===== src/rtl/pwm_duty_capture_if.sv =====
// Bus bundle for pwm_duty_capture: measurement control in, duty/period results out.
// Min/max tracking signals exist only when PWM_CAPTURE_MINMAX_EN is defined.
interface pwm_duty_capture_if #(
  parameter int CNT_W = 7
);
  logic             Enable;
  logic             Pulse_In;
  logic [CNT_W-1:0] Duty_Count;
  logic [CNT_W-1:0] Period_Count;
  logic             Valid;
  logic             Stuck_Low;
  logic             Stuck_High;
`ifdef PWM_CAPTURE_MINMAX_EN
  logic             Minmax_Clr;
  logic [CNT_W-1:0] Duty_Min;
  logic [CNT_W-1:0] Duty_Max;

  modport master (
    output Enable, Pulse_In, Minmax_Clr,
    input  Duty_Count, Period_Count, Valid, Stuck_Low, Stuck_High, Duty_Min, Duty_Max
  );
  modport slave (
    input  Enable, Pulse_In, Minmax_Clr,
    output Duty_Count, Period_Count, Valid, Stuck_Low, Stuck_High, Duty_Min, Duty_Max
  );
`else
  modport master (
    output Enable, Pulse_In,
    input  Duty_Count, Period_Count, Valid, Stuck_Low, Stuck_High
  );
  modport slave (
    input  Enable, Pulse_In,
    output Duty_Count, Period_Count, Valid, Stuck_Low, Stuck_High
  );
`endif
endinterface


===== src/rtl/pwm_duty_capture.sv =====
// Recovers high time and rise-to-rise period of an asynchronous PWM input, with stuck detection.
// Optional duty min/max tracking is enabled by defining PWM_CAPTURE_MINMAX_EN.
module pwm_duty_capture #(
  parameter int CNT_W       = 7,
  parameter int SYNC_STAGES = 2,
  parameter int TIMEOUT     = 100
) (
  input logic             sysclk,
  input logic             reset,
  pwm_duty_capture_if.slave bus
);

  typedef enum logic [1:0] {
    S_IDLE,
    S_WAIT_RISE,
    S_HIGH,
    S_LOW
  } state_t;

  localparam logic [CNT_W-1:0] CNT_MAX = '1;
  localparam logic [CNT_W-1:0] TO_LAST = CNT_W'(TIMEOUT - 1);
  localparam logic [CNT_W-1:0] TO_SAT  = CNT_W'(TIMEOUT);
  localparam logic [CNT_W-1:0] CNT_ONE = CNT_W'(1);

  state_t                 state_q, state_d;
  logic [SYNC_STAGES-1:0] sync_q, sync_d;
  logic                   prev_q, prev_d;
  logic [CNT_W-1:0]       hi_q, hi_d;
  logic [CNT_W-1:0]       lo_q, lo_d;
  logic [CNT_W-1:0]       idle_q, idle_d;
  logic [CNT_W-1:0]       duty_q, duty_d;
  logic [CNT_W-1:0]       period_q, period_d;
  logic                   valid_q, valid_d;
  logic                   stk_lo_q, stk_lo_d;
  logic                   stk_hi_q, stk_hi_d;

  logic             lvl, rise, fall, edge_any, timeout_hit;
  logic             period_evt, stuck_lo_evt, stuck_hi_evt;
  logic [CNT_W:0]   period_sum;
  logic [CNT_W-1:0] period_sat;

  assign lvl        = sync_q[SYNC_STAGES-1];
  assign rise       = lvl & ~prev_q;
  assign fall       = ~lvl & prev_q;
  assign edge_any   = rise | fall;
  // Fires only on the step into TIMEOUT; the saturated counter cannot re-trigger.
  assign timeout_hit = (idle_q == TO_LAST) && !edge_any;
  assign period_sum = {1'b0, hi_q} + {1'b0, lo_q};
  assign period_sat = period_sum[CNT_W] ? CNT_MAX : period_sum[CNT_W-1:0];

  always_comb begin
    sync_d       = {sync_q[SYNC_STAGES-2:0], bus.Pulse_In};
    prev_d       = lvl;
    state_d      = state_q;
    hi_d         = hi_q;
    lo_d         = lo_q;
    duty_d       = duty_q;
    period_d     = period_q;
    valid_d      = 1'b0;
    stk_lo_d     = stk_lo_q;
    stk_hi_d     = stk_hi_q;
    period_evt   = 1'b0;
    stuck_lo_evt = 1'b0;
    stuck_hi_evt = 1'b0;

    if (edge_any)              idle_d = '0;
    else if (idle_q != TO_SAT) idle_d = idle_q + CNT_ONE;
    else                       idle_d = idle_q;

    if (edge_any) begin
      stk_lo_d = 1'b0;
      stk_hi_d = 1'b0;
    end

    if (!bus.Enable) begin
      state_d  = S_IDLE;
      hi_d     = '0;
      lo_d     = '0;
      idle_d   = '0;
      stk_lo_d = 1'b0;
      stk_hi_d = 1'b0;
    end else begin
      case (state_q)
        S_IDLE: begin
          hi_d    = '0;
          lo_d    = '0;
          idle_d  = '0;
          state_d = S_WAIT_RISE;
        end
        S_WAIT_RISE: begin
          if (rise) begin
            hi_d    = CNT_ONE;
            lo_d    = '0;
            state_d = S_HIGH;
          end else if (timeout_hit) begin
            stuck_hi_evt = lvl;
            stuck_lo_evt = ~lvl;
          end
        end
        S_HIGH: begin
          if (fall) begin
            lo_d    = CNT_ONE;
            state_d = S_LOW;
          end else if (timeout_hit) begin
            stuck_hi_evt = 1'b1;
          end else if (lvl && hi_q != CNT_MAX) begin
            hi_d = hi_q + CNT_ONE;
          end
        end
        S_LOW: begin
          if (rise) begin
            period_evt = 1'b1;
            hi_d       = CNT_ONE;
            lo_d       = '0;
            state_d    = S_HIGH;
          end else if (timeout_hit) begin
            stuck_lo_evt = 1'b1;
          end else if (!lvl && lo_q != CNT_MAX) begin
            lo_d = lo_q + CNT_ONE;
          end
        end
        default: state_d = S_IDLE;
      endcase

      if (period_evt) begin
        duty_d   = hi_q;
        period_d = period_sat;
        valid_d  = 1'b1;
      end
      if (stuck_lo_evt || stuck_hi_evt) begin
        duty_d   = stuck_hi_evt ? CNT_MAX : '0;
        period_d = stuck_hi_evt ? CNT_MAX : '0;
        stk_lo_d = stuck_lo_evt;
        stk_hi_d = stuck_hi_evt;
        valid_d  = 1'b1;
        state_d  = S_WAIT_RISE;
      end
    end
  end

  always_ff @(posedge sysclk) begin
    if (reset) begin
      state_q  <= S_IDLE;
      sync_q   <= '0;
      prev_q   <= 1'b0;
      hi_q     <= '0;
      lo_q     <= '0;
      idle_q   <= '0;
      duty_q   <= '0;
      period_q <= '0;
      valid_q  <= 1'b0;
      stk_lo_q <= 1'b0;
      stk_hi_q <= 1'b0;
    end else begin
      state_q  <= state_d;
      sync_q   <= sync_d;
      prev_q   <= prev_d;
      hi_q     <= hi_d;
      lo_q     <= lo_d;
      idle_q   <= idle_d;
      duty_q   <= duty_d;
      period_q <= period_d;
      valid_q  <= valid_d;
      stk_lo_q <= stk_lo_d;
      stk_hi_q <= stk_hi_d;
    end
  end

  assign bus.Duty_Count   = duty_q;
  assign bus.Period_Count = period_q;
  assign bus.Valid        = valid_q;
  assign bus.Stuck_Low    = stk_lo_q;
  assign bus.Stuck_High   = stk_hi_q;

`ifdef PWM_CAPTURE_MINMAX_EN
  logic [CNT_W-1:0] min_q, min_d;
  logic [CNT_W-1:0] max_q, max_d;

  always_comb begin
    min_d = min_q;
    max_d = max_q;
    if (bus.Minmax_Clr) begin
      min_d = '1;
      max_d = '0;
    end else if (period_evt) begin
      if (hi_q < min_q) min_d = hi_q;
      if (hi_q > max_q) max_d = hi_q;
    end
  end

  always_ff @(posedge sysclk) begin
    if (reset) begin
      min_q <= '1;
      max_q <= '0;
    end else begin
      min_q <= min_d;
      max_q <= max_d;
    end
  end

  assign bus.Duty_Min = min_q;
  assign bus.Duty_Max = max_q;
`endif

endmodule


===== src/flat_wrapper.sv =====
// flat-port wrapper written by rule: the top's interface ports become plain ports
module pwm_duty_capture_flat 
#(
  parameter int CNT_W       = 7,
  parameter int SYNC_STAGES = 2,
  parameter int TIMEOUT     = 100
)
  (sysclk, reset, bus_Enable, bus_Pulse_In, bus_Duty_Count, bus_Period_Count, bus_Valid, bus_Stuck_Low, bus_Stuck_High);
  pwm_duty_capture_if #(.CNT_W(CNT_W)) bus_i ();
  input logic sysclk;
  input logic reset;
  input wire logic [$bits(bus_i.Enable)-1:0] bus_Enable;
  input wire logic [$bits(bus_i.Pulse_In)-1:0] bus_Pulse_In;
  output wire logic [$bits(bus_i.Duty_Count)-1:0] bus_Duty_Count;
  output wire logic [$bits(bus_i.Period_Count)-1:0] bus_Period_Count;
  output wire logic [$bits(bus_i.Valid)-1:0] bus_Valid;
  output wire logic [$bits(bus_i.Stuck_Low)-1:0] bus_Stuck_Low;
  output wire logic [$bits(bus_i.Stuck_High)-1:0] bus_Stuck_High;
  assign bus_i.Enable = bus_Enable;
  assign bus_i.Pulse_In = bus_Pulse_In;
  assign bus_Duty_Count = bus_i.Duty_Count;
  assign bus_Period_Count = bus_i.Period_Count;
  assign bus_Valid = bus_i.Valid;
  assign bus_Stuck_Low = bus_i.Stuck_Low;
  assign bus_Stuck_High = bus_i.Stuck_High;
  pwm_duty_capture #(.CNT_W(CNT_W), .SYNC_STAGES(SYNC_STAGES), .TIMEOUT(TIMEOUT)) u_core (.sysclk(sysclk), .reset(reset), .bus(bus_i));
endmodule

===== config.mk =====
export PLATFORM = sky130hd
export DESIGN_NAME = pwm_duty_capture_flat
export DESIGN_NICKNAME = d
export VERILOG_FILES = /design/src/rtl/pwm_duty_capture_if.sv /design/src/rtl/pwm_duty_capture.sv /design/src/flat_wrapper.sv
export SDC_FILE = /design/constraint.sdc
export NUM_CORES = 1
export LEC_CHECK = 0
export CORE_MARGIN = 2
export CORE_UTILIZATION = 27
export DETAILED_ROUTE_END_ITERATION = 12
export PLACE_DENSITY_LB_ADDON = 0.12
export SLEW_MARGIN = 0
export SYNTH_ARGS = -nofsm -noshare
export SYNTH_HDL_FRONTEND = slang
export SYNTH_SLANG_ARGS = --single-unit
export TNS_END_PERCENT = 100

===== constraint.sdc =====
create_clock -name sysclk -period 2.5 [get_ports sysclk]
set_input_delay 0.75 -clock sysclk [delete_from_list [all_inputs] [get_ports sysclk]]
set_output_delay 0.75 -clock sysclk [all_outputs]
set_load 0.02 [all_outputs]

==> impl_metrics.csv, run 1 <==
group,metric,value,unit
status,status,"completed",
cells_and_area,final_common_cell,"dfxtp_1",
sta,max_freq,443,MHz
sta,period_share,0.902,
clock_tree,postCtsSetupBuffers,0,
synthesis,ys_types,65,
sta,tightest_slew,0.697,ns
floorplanning,rows,35,
critical_path,setup.worst_path.end_class,"flop",
floorplanning,core,9110,um2
min_path,min_path_type,"reg -> reg",
critical_path,arrival,2.47,ns
cells_and_area,instances_no_fill,417,
route,antenna_left,0,
floorplanning,die_x,100,um
cells_and_area,area_growth,19.9,%
floorplanning,initial_core_util,0.274,
flow_run,drv_cap,0,
sta,min_period,2.26,ns
clock_tree,insertion_delay,0.30,ns
sta,hold_viol,0,
sta,drv_slew,0,
sta,relSlewSlack,0.531,
min_path,holdPathEnd,"u_core.sync_q[1]",
pwr,p_leak,1.07,nW
floorplanning,die-height,100,um
cells_and_area,drive_above_1_share,0.147,
min_path,worstHoldStart,"u_core.sync_q[0]",
critical_path,worstSetupStartpointType,"flop",
sta,fin_ws,0.245,ns
floorplanning,dieArea,10000,um2
critical_path,worstReg2RegStart,"u_core.hi_q[3]",
clock_tree,cts_buffers,5,
placed_design,place_congestion,0.800,
synthesis,ys_warn_count,0,
sta,tns,0,ns
pwr,power_density,477,nW/um2
critical_path,critical_path_peak_fanout,8,
sta,setup-violations-final,0,
synthesis,ys_top_cells_by_area,"dfxtp_1 35%, ha_1 8.5%, inv_1 4.1%",
critical_path,critPathKind,"reg -> reg",
critical_path,cp_slowest_stage_delay,0.52,ns
synthesis,async_flop_share,0,
synthesis,netlist.area_leader.share,0.345,
clock_tree,cts_max_level,2,
clock_tree,cts_tree,"done",
critical_path,crit_required,2.72,ns
clock_tree,cts_hold_buf,0,
synthesis,syn_inst,274,
min_path,holdPathStages,1,
cells_and_area,layout.nets,327,
route,wl,6.30,mm
synthesis,avgSynthCellArea,9.10,um2
synthesis,yosysTopAreaCell,"dfxtp_1",
clock_tree,clockBufferDepth,2,
floorplanning,io_pins,21,
placed_design,port_buffers,20,
synthesis,ys_ff_latch,43,
pwr,vdd.ir_drop.worst,0.231,mV
critical_path,r2r_setup_slack,0.24,ns
clock_tree,cts-resized-gates,0,
placed_design,dp_cells,409,
synthesis,synth_flop_cell,"dfxtp_1",
cells_and_area,fin_util,0.328,
synthesis,seq_area_frac_synth,0.345,
grt,antenna_found_initial,0,
grt,grt_usage,0.132,
grt,overflow,0,
clock_tree,path_clk_slew,0.09,ns
critical_path,r2r_end,"u_core.bus.Period_Count[5]",
grt,grt_max_degree,20,
synthesis,synth.cell_area,2490,um2
grt,grt_pass1_wl,10.4,mm
route,vias,2066,
route,via_per_inst,4.95,
route,wl_per_cell,15.1,um
clock_tree,cts-root-buf,"clkbuf_8",
critical_path,rr_worst_depth,6,
critical_path,crit_chain,"ha_1, and3_1, a221oi_1, nor4b_1, a211o_1, a221oi_2",
cells_and_area,n_antenna_cell,0,
critical_path,cp_slowest_cell,"dfxtp_1",
route,drc_errors,0,
sta,rsz0062_at_grt,"false",
synthesis,syn_nets,296,
synthesis,synth_edf_count,0,
placed_design,dpl.hpwl,4.75,mm
clock_tree,cts_sinks,43,
route,initialDrtViolationCount,105,
sta,final.setup_skew,0.00762,ns
placed_design,post-place-ws,0.0685,ns
grt,grt_pass1_vias,1996,
cells_and_area,mostFrequentLayoutCells,"43 x dfxtp_1, 27 x inv_1, 20 x a21oi_1, 20 x clkdlybuf4s50_1, 17 x ha_1",
route,first_pass_iters,4,
## area by class of cell
type                    instances  area [um2]
fillers                       973        6120
multi-input cells             197        1490
clock inverters                 2        35.0
flip-flops and latches         43         861
inverters                      27         101
clock buffers                   6        82.6
repair buffers                 31         283
well taps                     111         139
## cell families (layout without fill, tap and decap cells)
| kind of cell | after synthesis | after routing | share of synthesized area |
|---|---|---|---|
| flops | 43 | 43 | 0.345 |
| xor+xnor | 9 | 9 | 0.0316 |
| mux | 3 | 3 | 0.0120 |
| simple gates | 89 | 89 | 0.208 |
| fa+ha+maj | 18 | 18 | 0.0934 |
| compound gates | 78 | 78 | 0.252 |
| buf+inv | 34 | 66 | 0.0582 |
## worst max path at each step
stage                                 endpoint  cells past startpoint      startpoint  slack [ns]
floorplan           u_core.bus.Period_Count[6]                      8  u_core.lo_q[0]        0.47
global placement                u_core.hi_q[3]                      6      bus_Enable        0.07
detailed placement              u_core.hi_q[4]                      6      bus_Enable        0.07
CTS                 u_core.bus.Period_Count[5]                      6  u_core.hi_q[3]        0.26
global route        u_core.bus.Period_Count[6]                      8  u_core.hi_q[0]        0.12
finish              u_core.bus.Period_Count[5]                      6  u_core.hi_q[3]        0.24
## cells in the mapped netlist (2+ instances only)
cell / number
mux2i_1: 3
nand2_1: 15
nand2b_1: 3
a211o_1: 3
nor3_1: 7
a21oi_1: 20
nor2b_1: 7
ha_1: 17
or3_1: 4
dfxtp_1: 43
xnor2_1: 6
clkbuf_1: 2
inv_1: 27
o31ai_1: 4
a31oi_1: 3
a221oi_2: 3
a211oi_2: 2
a31o_1: 2
xor2_1: 3
nand3_1: 14
a21o_1: 4
and3_2: 2
buf_6: 2
nor3b_2: 2
a211oi_1: 8
o2111ai_1: 2
nor2_1: 16
o221a_1: 4
o21ai_0: 8
buf_2: 2
nand4_1: 2
## where the power goes
part           switching, W  internal [W]  total [W]
clock network      0.000262      0.000324   0.000586
logic             0.0000860     0.0000547   0.000141
registers        0.00000665      0.000692   0.000699
## critical path, delay by kind of cell (launching register included)
family | cells | cell delay [ns]
adder cells (fa/ha/maj) | 1 | 0.36
flip-flops | 1 | 0.52
AND/OR/NAND/NOR | 2 | 0.29
AO/OA/AOI/OAI | 3 | 1.01
## state kept, by name, indices dropped and copies added, names as in the netlist
name                     cells
u_core.prev_q                1
u_core.state_q               2
u_core.lo_q                  7
u_core.bus.Valid             1
u_core.bus.Stuck_High        1
u_core.bus.Period_Count      7
u_core.hi_q                  7
u_core.sync_q                2
u_core.bus.Stuck_Low         1
u_core.idle_q                7
u_core.bus.Duty_Count        7
## through the flow
stage                     hold slack (ns)  total power [W]  instance area (um2)
after detailed placement            0.425         0.000856                 2870
final                               0.441          0.00143                 2990
after floorplan                     0.414         0.000816                 2490
after CTS                           0.445          0.00145                 2990
after global placement              0.420         0.000857                 2870
after global routing                0.476          0.00149                 2990
## layer usage
layer | part of all wire | vias up | GRT usage
li1 | - | 1070 | -
met1 | 0.50 | 960 | 0.181
met2 | 0.46 | 31 | 0.215
met3 | 0.026 | 5 | 0.0251
met4 | 0.0095 | 0 | 0.0348
met5 | 0 | - | 0
(Power assumes the default switching activity.)
==> run 2, diff against run 1 <==
CTS_BUF_LIST = sky130_fd_sc_hd__clkbuf_4   (was unset)
==> run 2 against run 1 <==
Compared with the run above: non-clock buffer count did not move; utilization fell by 0.45 points; clock power is 22% lower; worst setup slack worse by 0.0064 ns; via count decreased by 1.0%; sequential power is essentially flat; critical path type unchanged; critical endpoint unchanged; largest power group unchanged; highest routed layer unchanged.
==> impl_metrics.csv, run 2 (synthesis gave the netlist of run 1 again) <==
group,metric,value,unit
status,status,"completed",
clock_tree,cts_max_level,2,
floorplanning,die-height,100,um
sta,setup-violations-final,0,
route,wl,6.26,mm
clock_tree,cts_buffers,5,
placed_design,place_congestion,0.800,
flow_run,drv_cap,0,
sta,drv_slew,0,
floorplanning,initial_core_util,0.274,
sta,hold_viol,0,
cells_and_area,final_area,2950,um2
floorplanning,die_x,100,um
route,first_pass_iters,5,
cells_and_area,n_antenna_cell,0,
placed_design,dpl.hpwl,4.75,mm
clock_tree,cts_tree,"done",
clock_tree,insertion_delay,0.35,ns
cells_and_area,final_common_cell,"dfxtp_1",
grt,grt_max_degree,20,
placed_design,placed_cell_area,2870,um2
floorplanning,dieArea,10000,um2
route,initialDrtViolationCount,70,
route,antenna_left,0,
sta,tns,0,ns
cells_and_area,area_growth,18.2,%
critical_path,critPathKind,"reg -> reg",
critical_path,r2r_setup_slack,0.24,ns
cells_and_area,mostFrequentLayoutCells,"43 x dfxtp_1, 27 x inv_1, 20 x a21oi_1, 20 x clkdlybuf4s50_1, 17 x ha_1",
critical_path,arrival,2.54,ns
floorplanning,io_pins,21,
clock_tree,cts_sinks,43,
sta,final.setup_skew,0.00794,ns
route,vias,2045,
critical_path,critical_path_peak_fanout,8,
sta,hold_slack,0.452,ns
route,drc_errors,0,
pwr,vdd.ir_drop.worst,0.210,mV
route,via_per_inst,4.90,
sta,fin_ws,0.239,ns
sta,relSlewSlack,0.532,
pwr,p_leak,1.05,nW
placed_design,port_buffers,20,
clock_tree,cts_hold_buf,0,
clock_tree,postCtsSetupBuffers,0,
floorplanning,core,9110,um2
min_path,min_path_type,"reg -> reg",
cells_and_area,nFillCells,975,
route,wl_per_cell,15.0,um
grt,overflow,0,
critical_path,worstSetupStartpointType,"flop",
sta,rsz0062_at_grt,"false",
cells_and_area,drive_above_1_share,0.144,
grt,grt_pass1_vias,1988,
grt,grt_pass1_wl,10.3,mm
pwr,power_density,440,nW/um2
sta,tightest_slew,0.694,ns
clock_tree,clockBufferDepth,2,
clock_tree,path_clk_slew,0.14,ns
cells_and_area,layout.nets,327,
clock_tree,cts-resized-gates,0,
critical_path,setup.worst_path.end_class,"flop",
sta,period_share,0.905,
clock_tree,cts-root-buf,"clkbuf_4",
placed_design,post-place-ws,0.0685,ns
grt,antenna_found_initial,0,
critical_path,crit_required,2.78,ns
sta,min_period,2.26,ns
grt,grt_usage,0.132,
floorplanning,rows,35,
sta,max_freq,442,MHz
==> run 2: cell types whose count changed in the layout (fill, tap and decap cells not counted), sizes merged <==
cell and delta:
clkbuf -1, clkinv +1
==> run 2: final cells by class <==
| type | instances | area, um2 | share of cell area |
|---|---|---|---|
| flip-flops and latches | 43 | 861 | 0.292 |
| repair buffers | 31 | 283 | 0.0960 |
| clock inverters | 3 | 38.8 | 0.0132 |
| inverters | 27 | 101 | 0.0344 |
| clock buffers | 5 | 37.5 | 0.0127 |
| multi-input cells | 197 | 1490 | 0.504 |
| well taps | 111 | 139 | 0.0471 |
==> run 2: metal layers <==
layer	vias to the layer above	wire [um]	global-route usage	part of all wire
li1	1065	-	-	-
met2	37	2860	0.212	0.46
met1	941	3160	0.182	0.50
met3	2	203	0.0230	0.032
met5	-	0	0	0
met4	0	38	0.0348	0.0061
==> run 2: stage by stage <==
| step | util | power (W) | instances |
|---|---|---|---|
| after floorplan | - | 0.000816 | 274 |
| after global placement | 0.315 | 0.000857 | 409 |
| after detailed placement | 0.315 | 0.000856 | 409 |
| after CTS | 0.323 | 0.00132 | 417 |
| after global routing | 0.323 | 0.00136 | 417 |
| final | 0.323 | 0.00130 | 417 |
==> run 2: final timing paths <==
check / from / to / cells past startpoint
max: u_core.hi_q[3] / u_core.bus.Period_Count[5] / 6
min: u_core.sync_q[0] / u_core.sync_q[1] / 1
min reg2reg: u_core.sync_q[0] / u_core.sync_q[1] / 1
max reg2reg: u_core.hi_q[3] / u_core.bus.Period_Count[5] / 6
==> run 2: where the power goes <==
| group | leakage [nW] | total (W) | internal [W] | switching [W] |
|---|---|---|---|---|
| Clock | 0.0426 | 0.000456 | 0.000206 | 0.000250 |
| Combinational | 0.658 | 0.000141 | 0.0000547 | 0.0000863 |
| Sequential | 0.347 | 0.000700 | 0.000693 | 0.00000678 |
==> run 2: worst max-delay path, stage by stage (launching register included) <==
cell and delay [ns]:
dfxtp_1 0.55, ha_1 0.36, and3_1 0.19, a221oi_1 0.47, nor4b_1 0.10, a211o_1 0.30, a221oi_2 0.23
==> run 3, diff against run 2 <==
CTS_BUF_LIST = unset   (was sky130_fd_sc_hd__clkbuf_4)
==> results of run 3 <==
No change in the layout: final DEF, timing and power equal those of run 1.
==> RTL edit: new RTL, settings of run 2 <==
`hi_q` and `lo_q` no longer have a reset.
--- a/src/rtl/pwm_duty_capture.sv
+++ b/src/rtl/pwm_duty_capture.sv
@@ -143,8 +143,6 @@
       state_q  <= S_IDLE;
       sync_q   <= '0;
       prev_q   <= 1'b0;
-      hi_q     <= '0;
-      lo_q     <= '0;
       idle_q   <= '0;
       duty_q   <= '0;
       period_q <= '0;
@@ -155,8 +153,6 @@
       state_q  <= state_d;
       sync_q   <= sync_d;
       prev_q   <= prev_d;
-      hi_q     <= hi_d;
-      lo_q     <= lo_d;
       idle_q   <= idle_d;
       duty_q   <= duty_d;
       period_q <= period_d;
@@ -164,6 +160,11 @@
       stk_lo_q <= stk_lo_d;
       stk_hi_q <= stk_hi_d;
     end
+  end
+
+  always_ff @(posedge sysclk) begin
+    hi_q <= hi_d;
+    lo_q <= lo_d;
   end
 
   assign bus.Duty_Count   = duty_q;
Formal check against the unedited RTL: no difference found for any inputs over 10 cycles, from zero or initial values and one cycle with reset high; that may be too few to reach the edited logic, so the function may still have changed.
==> RTL edit against run 2 <==
- global-route usage fell by 0.18 points
- routed wire length fell by 6.5%
- area after synthesis fell by 5.1%
- largest power group unchanged
- power fell by 8.3%
- worst hold slack improved by 0.00070 ns
- sequential cell count did not move
- final area fell by 4.3%
- worst setup slack improved by 0.022 ns
==> RTL edit: results (changes against run 2) <==
[status]
status=completed

[power_and_ir_drop]
internal_power_uw=860  ; -9.9%
max-vdd-ir-drop_mv=0.206  ; -1.9%
power.static_leakage_nw=1.06  ; +1.2%

[global_route]
global_route.usage.met2=0.218  ; +0.00545
grt_first_pass_wirelength_um=10100  ; -1.9%
grtUsageMet3=0.0230  ; +0.0000411
track_usage=0.130  ; -0.00179
first_global_vias=2034  ; +2.3%
grt_start_max_net_pins=19  ; -5.0%
globalRouteMet1Util=0.173  ; -0.00920

[yosys]
synth_common_cells=dfxtp_1, nor2_1, ha_1
synth_cell_types=56  ; -14%
synth.avg_cell_area_um2=8.51  ; -6.5%
mappedNetlistNets=300  ; +1.4%
synth_area_leaders=dfxtp_1, ha_1, nor2_1
seq_area_frac_synth=0.364  ; +0.0186

[final_layout]
non_clock_buffer_area_share=0.111  ; +0.0149
final.clkbuf_count=6  ; +1
footprint_of_the_multi_input_gates_um2=1400  ; -5.7%
buffers_excl_clock=35  ; +13%
final_nets=332  ; +1.5%
areaGrowthSynthToFinish_pct=19.3
area_share_clock_buf_inv=0.0204  ; -0.00549
layout.non_clock_inverters=14  ; -48%
layout.cells.non_filler=419  ; +0.48%
share_of_final_layout_standard_cells_stronger_than_drive_strength_1=0.119  ; -0.0248
comb.multi_input.count=211  ; +7.1%
fillers=958  ; -1.7%

[min_path]
timing.hold.worst.start=u_core.sync_q[0]

[sta]
finalHoldWorstSlack_ns=0.453  ; +0.000702 ns
final_period_utilization=0.896  ; -0.00896
clock-skew-final_ns=0.00846  ; +0.000515 ns
max_slew_margin=0.572  ; +0.0400

[clock_network]
clkSinkCount=43  ; unchanged
clkLatencyLatePin_ns=0.36
cts-root-buf=clkbuf_4

[setup_path]
reg2reg_slack_ns=0.26  ; +0.02 ns
r2r.worst_path.cells=7  ; +1
worst_path_largest_cell_delay_ns=0.52  ; -0.03 ns
critPathCapture=u_core.bus.Period_Count[0]
worst_path_arrival_time_ns=2.50  ; -0.04 ns
worst_r2r_startpoint=u_core.hi_q[1]
crit_path_max_fanout=6  ; -2

[placed_design]
placer_s_final_routability_congestion_estimate=0.778  ; -2.8%
placed_cells_incl_taps=411  ; +0.49%
pre_cts_ws_ns=0.113  ; +0.0446 ns
place_area_um2=2760  ; -3.7%
place_hpwl_um=4500  ; -5.3%

[die]
chipWidth_um=97.6  ; -2.5%

[routing]
detailroute.wirelength.met3_um=246  ; +21%
detailedRoute.firstIterationViolations=86  ; +23%
routedLengthMet1_um=2860  ; -9.6%
detailedRoute.firstPassIterationCount=4  ; -1
routed_wl_um=5850  ; -6.5%
vias=2021  ; -1.2%
dr_wl_met2_um=2700  ; -5.5%

-- RTL edit: cell types whose count changed after synthesis, moves of 4 or more --
cell / before / now
nor2_1: 16 / 35
inv_1: 27 / 14
a211oi_1: 8 / 14
clkbuf_1: 2 / 7
o21ai_0: 8 / 16
o221a_1: 4 / 0
a21oi_1: 20 / 14
-- RTL edit: kinds of logic (layout without fill, tap and decap cells) --
family	Yosys count	count (layout)	synth area share
simple gates	109	109	0.239
compound gates	73	73	0.213
flops	43	43	0.364
buf+inv	24	57	0.0434
fa+ha+maj	18	18	0.0984
xor+xnor	9	9	0.0333
mux	2	2	0.00847
-- RTL edit: power by group through the flow --
stage / combinational (mW) / clock [mW] / sequential (mW)
after floorplan: 0.0842 / 0 / 0.715
after global placement: 0.122 / 0 / 0.718
after CTS: 0.123 / 0.396 / 0.703
after global routing: 0.137 / 0.423 / 0.705
final: 0.121 / 0.366 / 0.703
after detailed placement: 0.123 / 0 / 0.718
